**src/rtl/rf_wr_ctrl.sv**
```systemverilog
// Write-port controller for a register file: round-robin arbitration between two
// requesters plus a clear sequence that writes CLR_VALUE to every register.
module rf_wr_ctrl #(
   parameter int                 ADR_WL    = 4,
   parameter int                 DATA_WL   = 16,
   parameter int                 REG_CNT   = 16,
   parameter logic [DATA_WL-1:0] CLR_VALUE = '0
) (
   input  logic               clk,
   input  logic               reset,
   input  logic               req0,
   input  logic               req1,
   input  logic [ADR_WL-1:0]  adr0,
   input  logic [ADR_WL-1:0]  adr1,
   input  logic [DATA_WL-1:0] data0,
   input  logic [DATA_WL-1:0] data1,
   input  logic               clr_req,
   output logic               gnt0,
   output logic               gnt1,
   output logic               rf_we,
   output logic [ADR_WL-1:0]  rf_adr,
   output logic [DATA_WL-1:0] rf_data,
   output logic               busy,
   output logic               clr_done
);

   typedef enum logic {IDLE, CLEAR} state_t;

   localparam logic [ADR_WL-1:0] LAST_ADR = ADR_WL'(REG_CNT - 1);

   state_t             state;
   state_t             state_next;
   logic [ADR_WL-1:0]  cnt;
   logic               ptr;
   logic               last_clr;
   logic               we_next;
   logic [ADR_WL-1:0]  adr_next;
   logic [DATA_WL-1:0] data_next;
   logic               busy_next;
   logic               done_next;

   assign last_clr = (state == CLEAR) && (cnt == LAST_ADR);

   // cnt sits at 0 throughout IDLE, so every clear starts at address 0.
   always_ff @(posedge clk) begin
      if (reset) begin
         state <= IDLE;
         cnt   <= '0;
         ptr   <= 1'b0;
      end else begin
         state <= state_next;
         cnt   <= (state == CLEAR) ? cnt + 1'b1 : '0;
         if (gnt0 || gnt1) ptr <= gnt0;
      end
   end

   always_comb begin
      state_next = state;
      case (state)
         IDLE:    if (clr_req)  state_next = CLEAR;
         CLEAR:   if (last_clr) state_next = IDLE;
         default: state_next = IDLE;
      endcase
   end

   always_comb begin
      gnt0      = 1'b0;
      gnt1      = 1'b0;
      we_next   = 1'b0;
      adr_next  = rf_adr;
      data_next = rf_data;
      // A clear request outranks both writers in the cycle it arrives.
      if (!reset && state == IDLE && !clr_req) begin
         if (req0 && (!req1 || !ptr)) gnt0 = 1'b1;
         else if (req1)               gnt1 = 1'b1;
      end
      if (gnt0) begin
         we_next   = 1'b1;
         adr_next  = adr0;
         data_next = data0;
      end else if (gnt1) begin
         we_next   = 1'b1;
         adr_next  = adr1;
         data_next = data1;
      end else if (state == CLEAR) begin
         we_next   = 1'b1;
         adr_next  = cnt;
         data_next = CLR_VALUE;
      end
      busy_next = (state_next == CLEAR);
      done_next = last_clr;
   end

   always_ff @(posedge clk) begin
      if (reset) begin
         rf_we    <= 1'b0;
         rf_adr   <= '0;
         rf_data  <= '0;
         busy     <= 1'b0;
         clr_done <= 1'b0;
      end else begin
         rf_we    <= we_next;
         rf_adr   <= adr_next;
         rf_data  <= data_next;
         busy     <= busy_next;
         clr_done <= done_next;
      end
   end

endmodule
```
**config.mk**
```make
export PLATFORM = sky130hd
export DESIGN_NAME = rf_wr_ctrl
export DESIGN_NICKNAME = d
export VERILOG_FILES = /design/src/rtl/rf_wr_ctrl.sv
export SDC_FILE = /design/constraint.sdc
export NUM_CORES = 1
export LEC_CHECK = 0
export ABC_AREA = 1
export BUFFER_PORTS_ARGS = -buffer_cell sky130_fd_sc_hd__buf_4
export CORE_ASPECT_RATIO = 1.25
export CORE_UTILIZATION = 44
export CTS_BUF_LIST = sky130_fd_sc_hd__clkbuf_4 sky130_fd_sc_hd__clkbuf_8
export DETAILED_ROUTE_END_ITERATION = 8
export PLACE_DENSITY = 0.79
export SETUP_SLACK_MARGIN = 0.02
export SLEW_MARGIN = 5
export SYNTH_ARGS = -nofsm -noshare
export SYNTH_HDL_FRONTEND = slang
export SYNTH_SLANG_ARGS = --single-unit
```
**constraint.sdc**
```tcl
create_clock -name clk -period 1.4 [get_ports clk]
set_input_delay 0.14 -clock clk [delete_from_list [all_inputs] [get_ports clk]]
set_output_delay 0.14 -clock clk [all_outputs]
set_load 0.05 [all_outputs]
```
Yosys cells after proc, flatten, opt, wreduce, memory -nomap -nowiden

Cells that the tools add are included.

Bitwise logic cells: 1
Add/subtract/negate cells: 1
Mux-type cells: 17
Reductions and logical operators: 12
Equal/unequal tests: 1

Operator list:

| kind                  | number |
|---|---|
| $mux W16              | 3 |
| $mux W4               | 3 |
| $mux W1               | 10 |
| $add A4 B1 Y4 const B | 1 |
| $eq A4 B4 Y1 const B  | 1 |
| $logic_and A1 B1 Y1   | 4 |
| $logic_not A1 Y1      | 4 |
| $reduce_bool A3 Y1    | 1 |
| $logic_or A1 B1 Y1    | 2 |
| $pmux W1 S2           | 1 |
| $reduce_or A2 Y1      | 1 |
| $not A1 Y1            | 1 |

Register bits: 28
Output and inout port bits: 25
Bits of input ports: 45

Depth between registers and ports, before layout

Gate-level depths: netlist (run 1).

Depth in word-level cells: 7
Mapped depth: 8
Depth with buffers taken out: 8

Worst setup path after synthesis (run 1)

No wires, ideal clock.

Path kind: register to register
From: register, netlist name busy
To: register rf_data[15]
Data arrival time: 1.435 ns
Setup time: 0.121 ns
Buffers on the path: 1
Data required time: 1.279 ns
Path slack: -0.156 ns
Cell stages (with the launch flop): 9
Clock period less this slack: 1.556 ns
Cell sequence: dfxtp_1 -> inv_2 -> nand2_1 -> nor2_4 -> nand2_2 -> inv_4 -> buf_6 -> nand2_1 -> nand3_1

RTL lines:

| element                | RTL line | RTL |
|---|---|---|
| end signal: assignment | 104      | `rf_data <= data_next;` |
| end: declaration       | 22       | `output logic [DATA_WL-1:0] rf_data,` |

==> results.md, run 1 <==
- Nets: 290
- Peak supply drop: 559.0 uV
- Max FO, Critical Path: 4
- Starting Density: 0.4755
- Distinct cells, synth: 22
- Slowest CP cell: dfxtp_4
- YS warnings: 0
- WP data arrival: 1.24 ns
- FMAX: 724.4 MHz
- Initial antenna violation count: 0
- Die ar.: 0.002917 mm2
- Fraction of layout cells with a size suffix above 1: 0.4321
- Synthesis-stage register bit count: 28
- Post-synth EDFFs: 0
- DR vias: 1340
- Hold Crit Class: primary input to flop
- Antenna cell count: 0
- Cell area after synthesis: 0.001190 mm2
- First-pass GRT wire length: 5085 um
- Routed len/inst: 11.71 um
- Root Driver: clkbuf_4
- Seq/Total Area, Yosys: 0.4711
- Dpl hpwl: 2315 um
- # DRC: 0
- CP startpoint kind: flop
- Critical path required time: 1.26 ns
- Utilization of the core after routing: 0.7820
- Pwr dens: 925.0 mW/mm2
- Num Clock Sinks: 28
- Final period utilization: 0.9860
- Top FF cell, synth: dfxtp_1
- Synth-to-layout area growth: 64.46%
- Register area: 565.5 um2
- Setup Skew: 0.005727 ns
- Die height: 60.14 um
- Routed Antenna Nets: 0
- Tmin final: 1.380 ns
- Num CTS Buffers: 3
- Crit-path cells: inv_2 > nand2_2 > nor2_4 > nand2_4 > clkinv_4 > buf_8
- Skew-Pair Late Insertion Delay: 0.31 ns
- Most common library cells after synthesis: nand2_1, nand3_1, dfxtp_1, nor2_1
- Tightest Pin Transition: 0.2217 ns
- CP top delay family: flip-flops
- CP peak stage delay: 0.39 ns
- Vias per cell: 4.855
- WP buf/inv: 3
- Die Wd: 48.51 um
- Leakage: 0.9750 nW
- Detailed Route WL: 3233 um
- Cells after synthesis: 160
- DR pass1 iterations: 5
- Core area: 0.002502 mm2
- Post-synth ARST share: 0
- Clock Path Buffers: 2
- Cts hold-fix bufs: 0
- CTS clk-pin slew, worst paths: 0.14 ns
- Footprint of the multi-input gates: 608.1 um2
- Status: completed
- RSZ-0062 raised after global routing: yes
- Area leader, netlist: dfxtp_1
- CP endpoint kind: primary output
- Iter 0 DRT Violations: 54
- Number of global-route vias before repair: 1245
- Synth top area share: 0.4711
- I/O pins: 70
- Fillers: 184
- Rel. slew slack: 0.8508
- Synthesized area per cell: 7.437 um2
- Dpl ws: 0.1067 ns
- TritonCTS clock tree: done
- Top cells by area, synth: dfxtp_1, nand2_1, nand3_1
- Final Hold Fails: 0
- Setup WS post-layout: 0.01957 ns
- Post-Synthesis Net Count: 206
- H-tree depth: 1
- Total Routing Usage GR: 0.2256
- I/O Buffers: 69
- Worst Setup Path Type: flop to primary output
- Most common cell in the netlist: nand2_1
- Largest net degree at the start of global routing: 21
- Max-slew violations: 0
- Max Cap Violations: 0
- Grt ovf: 0
- Num rows: 20
- Setup Viol. Count Final: 0
- Gp weighted congestion: 0.8098
layer usage:
metal	global-route usage	vias to the layer above	routed length (um)
met5	0	-	0
met4	0.08403	0	17
met3	0.03817	2	229
met2	0.4245	54	1678
met1	0.2578	604	1308
li1	-	680	-
report_power, final:
group          switching, mW  internal, mW  leakage, nW
Sequential            0.0227         0.835        0.229
Combinational          0.253         0.193        0.718
Clock                  0.217         0.289       0.0279
Total                  0.493          1.32        0.975
flip-flops by register name (all words and copies together), names as in the netlist:
signal / cells
busy: 1
clr_done: 1
cnt: 4
ptr: 1
rf_adr: 4
rf_data: 16
rf_we: 1
cells in the final DEF, fill, tap and decap left out:
cell type   n
buf_4      79
nand2_1    63
nand3_1    29
dfxtp_1    26
inv_1       4
nor2_1      4
or2_0       4
inv_2       3
clkbuf_4    3
nand2_2     2
nor2_4      2
nand2_4     2
a21oi_4     2
a21oi_1     2
nor2_2      2
nor3_1      2
buf_8       2
nor2_8      1
clkinv_4    1
nor3_2      1
o21bai_1    1
nor4_1      1
nor3b_1     1
ha_1        1
dfxtp_4     1
bufinv_16   1
buf_12      1
dfxtp_2     1
buf_6       1
what timing repair did:
action / CTS / global route
setup endpoints to repair: 2 / 20
setup buffers: 9 / 2
pin swaps: 5 / 6
gates resized for setup: 11 / 6
kinds of logic (layout without fill, tap and decap cells):
family / Yosys count / count (layout) / share of synthesized area
fa+ha+maj: 1 / 1 / 0.01051
compound gates: 5 / 5 / 0.02945
buf+inv: 12 / 95 / 0.04942
flops: 28 / 28 / 0.4711
simple gates: 114 / 114 / 0.4395
final timing paths:
path                                from  slack (ns)                       end  cells after the start
setup / recovery         busy$_SDFF_PP0_        0.02                      gnt1                      6
hold / removal                 data1[14]        0.02  rf_data[14]$_SDFFE_PP0P_                      3
setup reg to reg         busy$_SDFF_PP0_        0.07    rf_adr[2]$_SDFFE_PP0P_                      8
hold reg to reg   rf_adr[0]$_SDFFE_PP0P_        0.46    rf_adr[0]$_SDFFE_PP0P_                      2
cell type report:
cell class              instances  area share
repair buffers                 83      0.3344
inverters                       8     0.01790
flip-flops and latches         28      0.2890
clock inverters                 1     0.01535
clock buffers                   3     0.01151
multi-input cells             120      0.3107
well taps                      33     0.02110
metrics by stage:
stage	area (um2)	setup TNS [ns]	hold WS, ns	instances	power, mW
2_1_floorplan	1194	0	0.2118	160	1.094
3_3_place_gp	1759	0	0.3515	261	1.272
3_5_place_dp	1759	0	0.3558	261	1.279
4_1_cts	1921	0	0.01310	274	1.814
5_1_grt	1957	-0.1809	0.01632	276	1.881
6_report	1957	0	0.02338	276	1.810
worst min-delay path: cells and delay by family:
kind | cells | cell delay, ns
simple gates | 2 | 0.10
buf+inv | 1 | 0.08
Note: power is estimated with default switching activity, not from simulation.
==> run 2: changes to the inputs <==
- CTS_CLUSTER_SIZE: not set -> 25
- HOLD_SLACK_MARGIN: not set -> 0.06
==> run 2 against run 1 <==
Clock power is 7.7% higher. Global-route usage is 14 points higher. Via count is 35% higher. Non-clock buffer count is 32 higher. Critical path depth is 2 higher. Largest cell class unchanged. The flow now finishes with violations (setup timing).
==> results.md, run 2 (synthesized netlist as in run 1, its figures left out) <==
- Clock group share of total power: 0.274 (-0.006)
- Largest net degree at the start of global routing: 21 (unchanged)
- Tightest Pin Transition: 0.2613 ns (+0.03962 ns)
- Hold Crit Class: primary input to flop
- NetSw: 0.6086 mW (+24%)
- Max-slew violations: 0 (unchanged)
- Initial antenna violation count: 0 (unchanged)
- CTS clk-pin slew, worst paths: 0.16 ns (+0.02 ns)
- DR vias: 1812 (+35%)
- Met3 usage: 0.07634 (+0.03817)
- Met2 GRT Util: 0.6801 (+0.2555)
- Setup Viol. Count Final: 4 (+4)
- Tmin final: 1.448 ns (+0.06795 ns)
- Synth-to-layout area growth: 96.63%
- CP startpoint kind: flop
- I/O pins: 70 (unchanged)
- CP endpoint kind: flop
- Iter 0 DRT Violations: 175 (+220%)
- RR Endpoint: rf_adr[1]$_SDFFE_PP0P_
- Peak supply drop: 599.4 uV (+7.2%)
- Final period utilization: 1.035 (+0.04854)
- Leakage: 1.148 nW (+18%)
- Max FO, Critical Path: 8 (+4)
- Routed len/inst: 21.06 um (+80%)
- Num rows: 20 (unchanged)
- Largest reg by FF count: rf_data
- CP Capture Point: rf_adr[1]$_SDFFE_PP0P_
- R2R Path Start: busy$_SDFF_PP0_
- Most common cell after layout, fill and taps aside: buf_4
- Clock Path Buffers: 2 (unchanged)
- Max reg flops: 16 (unchanged)
- GRT busiest layer: met2
- Setup crit start: busy$_SDFF_PP0_
- Top Registers: rf_data (16), cnt (4), rf_adr (4)
- Setup Skew: 0.01198 ns (+0.006255 ns)
- Max Cap Violations: 0 (unchanged)
- Internal power: 1.383 mW (+4.9%)
- Critical path required time: 1.63 ns (+0.37 ns)
- Seq pwr share: 0.438 (-0.036)
- First-pass GRT wire length: 7879 um (+55%)
- Root Driver: clkbuf_4
- Setup WS post-layout: -0.04838 ns (-0.06795 ns)
- FF-to-FF path depth: 8 (unchanged)
- H-tree depth: 1 (unchanged)
- Die Wd: 48.51 um (unchanged)
- Total Routing Usage GR: 0.3684 (+0.1428)
- I/O Buffers: 69 (unchanged)
- Routed Antenna Nets: 0 (unchanged)
- Vias per cell: 5.883 (+21%)
- Die ar.: 0.002917 mm2 (unchanged)
- Num Clock Sinks: 28 (unchanged)
- Dpl hpwl: 2315 um (unchanged)
- Number of global-route vias before repair: 1678 (+35%)
- Skew-Pair Late Insertion Delay: 0.34 ns (+0.03 ns)
- Num CTS Buffers: 3 (unchanged)
- Fraction of layout cells with a size suffix above 1: 0.4255 (-0.006644)
- Antenna cell count: 0 (unchanged)
- Commonest cells after routing, fill and taps aside: buf_4, nand2_1, dlygate4sd3_1, dfxtp_1, nand3_1
- Nets: 322 (+11%)
- Status: finished, violations left
- Fin cells: 308 (+12%)
- DR pass1 iterations: 6 (+1)
- Detailed Route WL: 6486 um (+100%)
- TritonCTS clock tree: done
- Final Hold Fails: 0 (unchanged)
- # DRC: 0 (unchanged)
- WP data arrival: 1.68 ns (+0.44 ns)
- Rel. slew slack: 0.8252 (-0.02563)
- Grt ovf: 0 (unchanged)
- Worst hold slack: 0.1412 ns (+0.1178 ns)
- FMAX: 690.4 MHz (-4.7%)
- Worst R2R Setup Slack: -0.05 ns (-0.12 ns)
- Utilization of the core after routing: 0.9350 (+0.1530)
- Pwr dens: 851.1 mW/mm2 (-8.0%)
- Worst Setup Path Type: flop to flop
- Die height: 60.14 um (unchanged)
- Gp weighted congestion: 0.8098 (unchanged)
- RSZ-0062 raised after global routing: yes
- Placed Cells: 261 (unchanged)
- Violated checks: setup timing
- Grt met1 use: 0.3941 (+0.1363)
- Hold Crit Depth: 3 (unchanged)
- Core area: 0.002502 mm2 (unchanged)
- Comb power frac: 0.288 (+0.041)
- Sw frac: 0.3056 (+0.03353)
- Starting Density: 0.4755 (unchanged)
run 2: cell types whose count changed in the layout (fill, tap and decap cells not counted), sizes merged:
cell         before  now
buf              83   82
dlygate4sd3       0   33
run 2: timing repair:
item | CTS | global route
pin swaps | 5 | 10
resized for setup | 11 | 23
setup endpoints to repair | 2 | 22
buffers inserted | 9 | 2
hold endpoints to repair | 20 | 4
hold buffers | 32 | 1
run 2: area by class of cell:
cell class                 count  area [um2]
clock buffer                   3       22.52
sequential                    28       565.5
multi-input combinational    120       665.6
inverter                       8       37.54
fill                          92       162.7
tap                           33       41.29
clock inverter                 1       30.03
timing repair buffer         115       977.2
run 2: worst min path at each step:
stage | startpoint | endpoint
after global placement | data1[8] | rf_data[8]$_SDFFE_PP0P_
after global routing | clr_req | busy$_SDFF_PP0_
final | clr_req | busy$_SDFF_PP0_
after CTS | reset | ptr$_SDFFE_PP0P_
after floorplan | reset | busy$_SDFF_PP0_
after detailed placement | data1[15] | rf_data[15]$_SDFFE_PP0P_
run 2: worst max-delay path, cell delays in order, from the launching register on:
cell     delay, ns
dfxtp_4       0.40
nor2_4        0.11
nand2_4       0.09
nor2_8        0.13
buf_6         0.13
inv_4         0.04
or2_0         0.21
nand3_1       0.13
nand2_1       0.10
run 2: metal layers:
metal	routed length, um	vias to the layer above
li1	-	746
met1	2242	832
met2	3138	187
met3	646	47
met4	459	0
met5	0	-
run 2: per-stage QoR:
step / setup slack [ns] / instance area [um2] / total power [mW] / TNS [ns]
after floorplan: 0.05883 / 1194 / 1.094 / 0
after global placement: 0.1602 / 1759 / 1.272 / 0
after detailed placement: 0.1067 / 1759 / 1.279 / 0
after CTS: 0.005323 / 2241 / 1.885 / 0
after global routing: -0.08223 / 2340 / 2.027 / -0.3351
final: -0.04838 / 2340 / 1.991 / -0.08808
run 2: power groups by stage:
stage / clock network [mW] / logic, mW / registers [mW]
final: 0.545 / 0.574 / 0.872
after global routing: 0.565 / 0.589 / 0.873
after CTS: 0.523 / 0.504 / 0.858
after detailed placement: 0 / 0.403 / 0.877
after global placement: 0 / 0.398 / 0.874
after floorplan: 0 / 0.0994 / 0.995
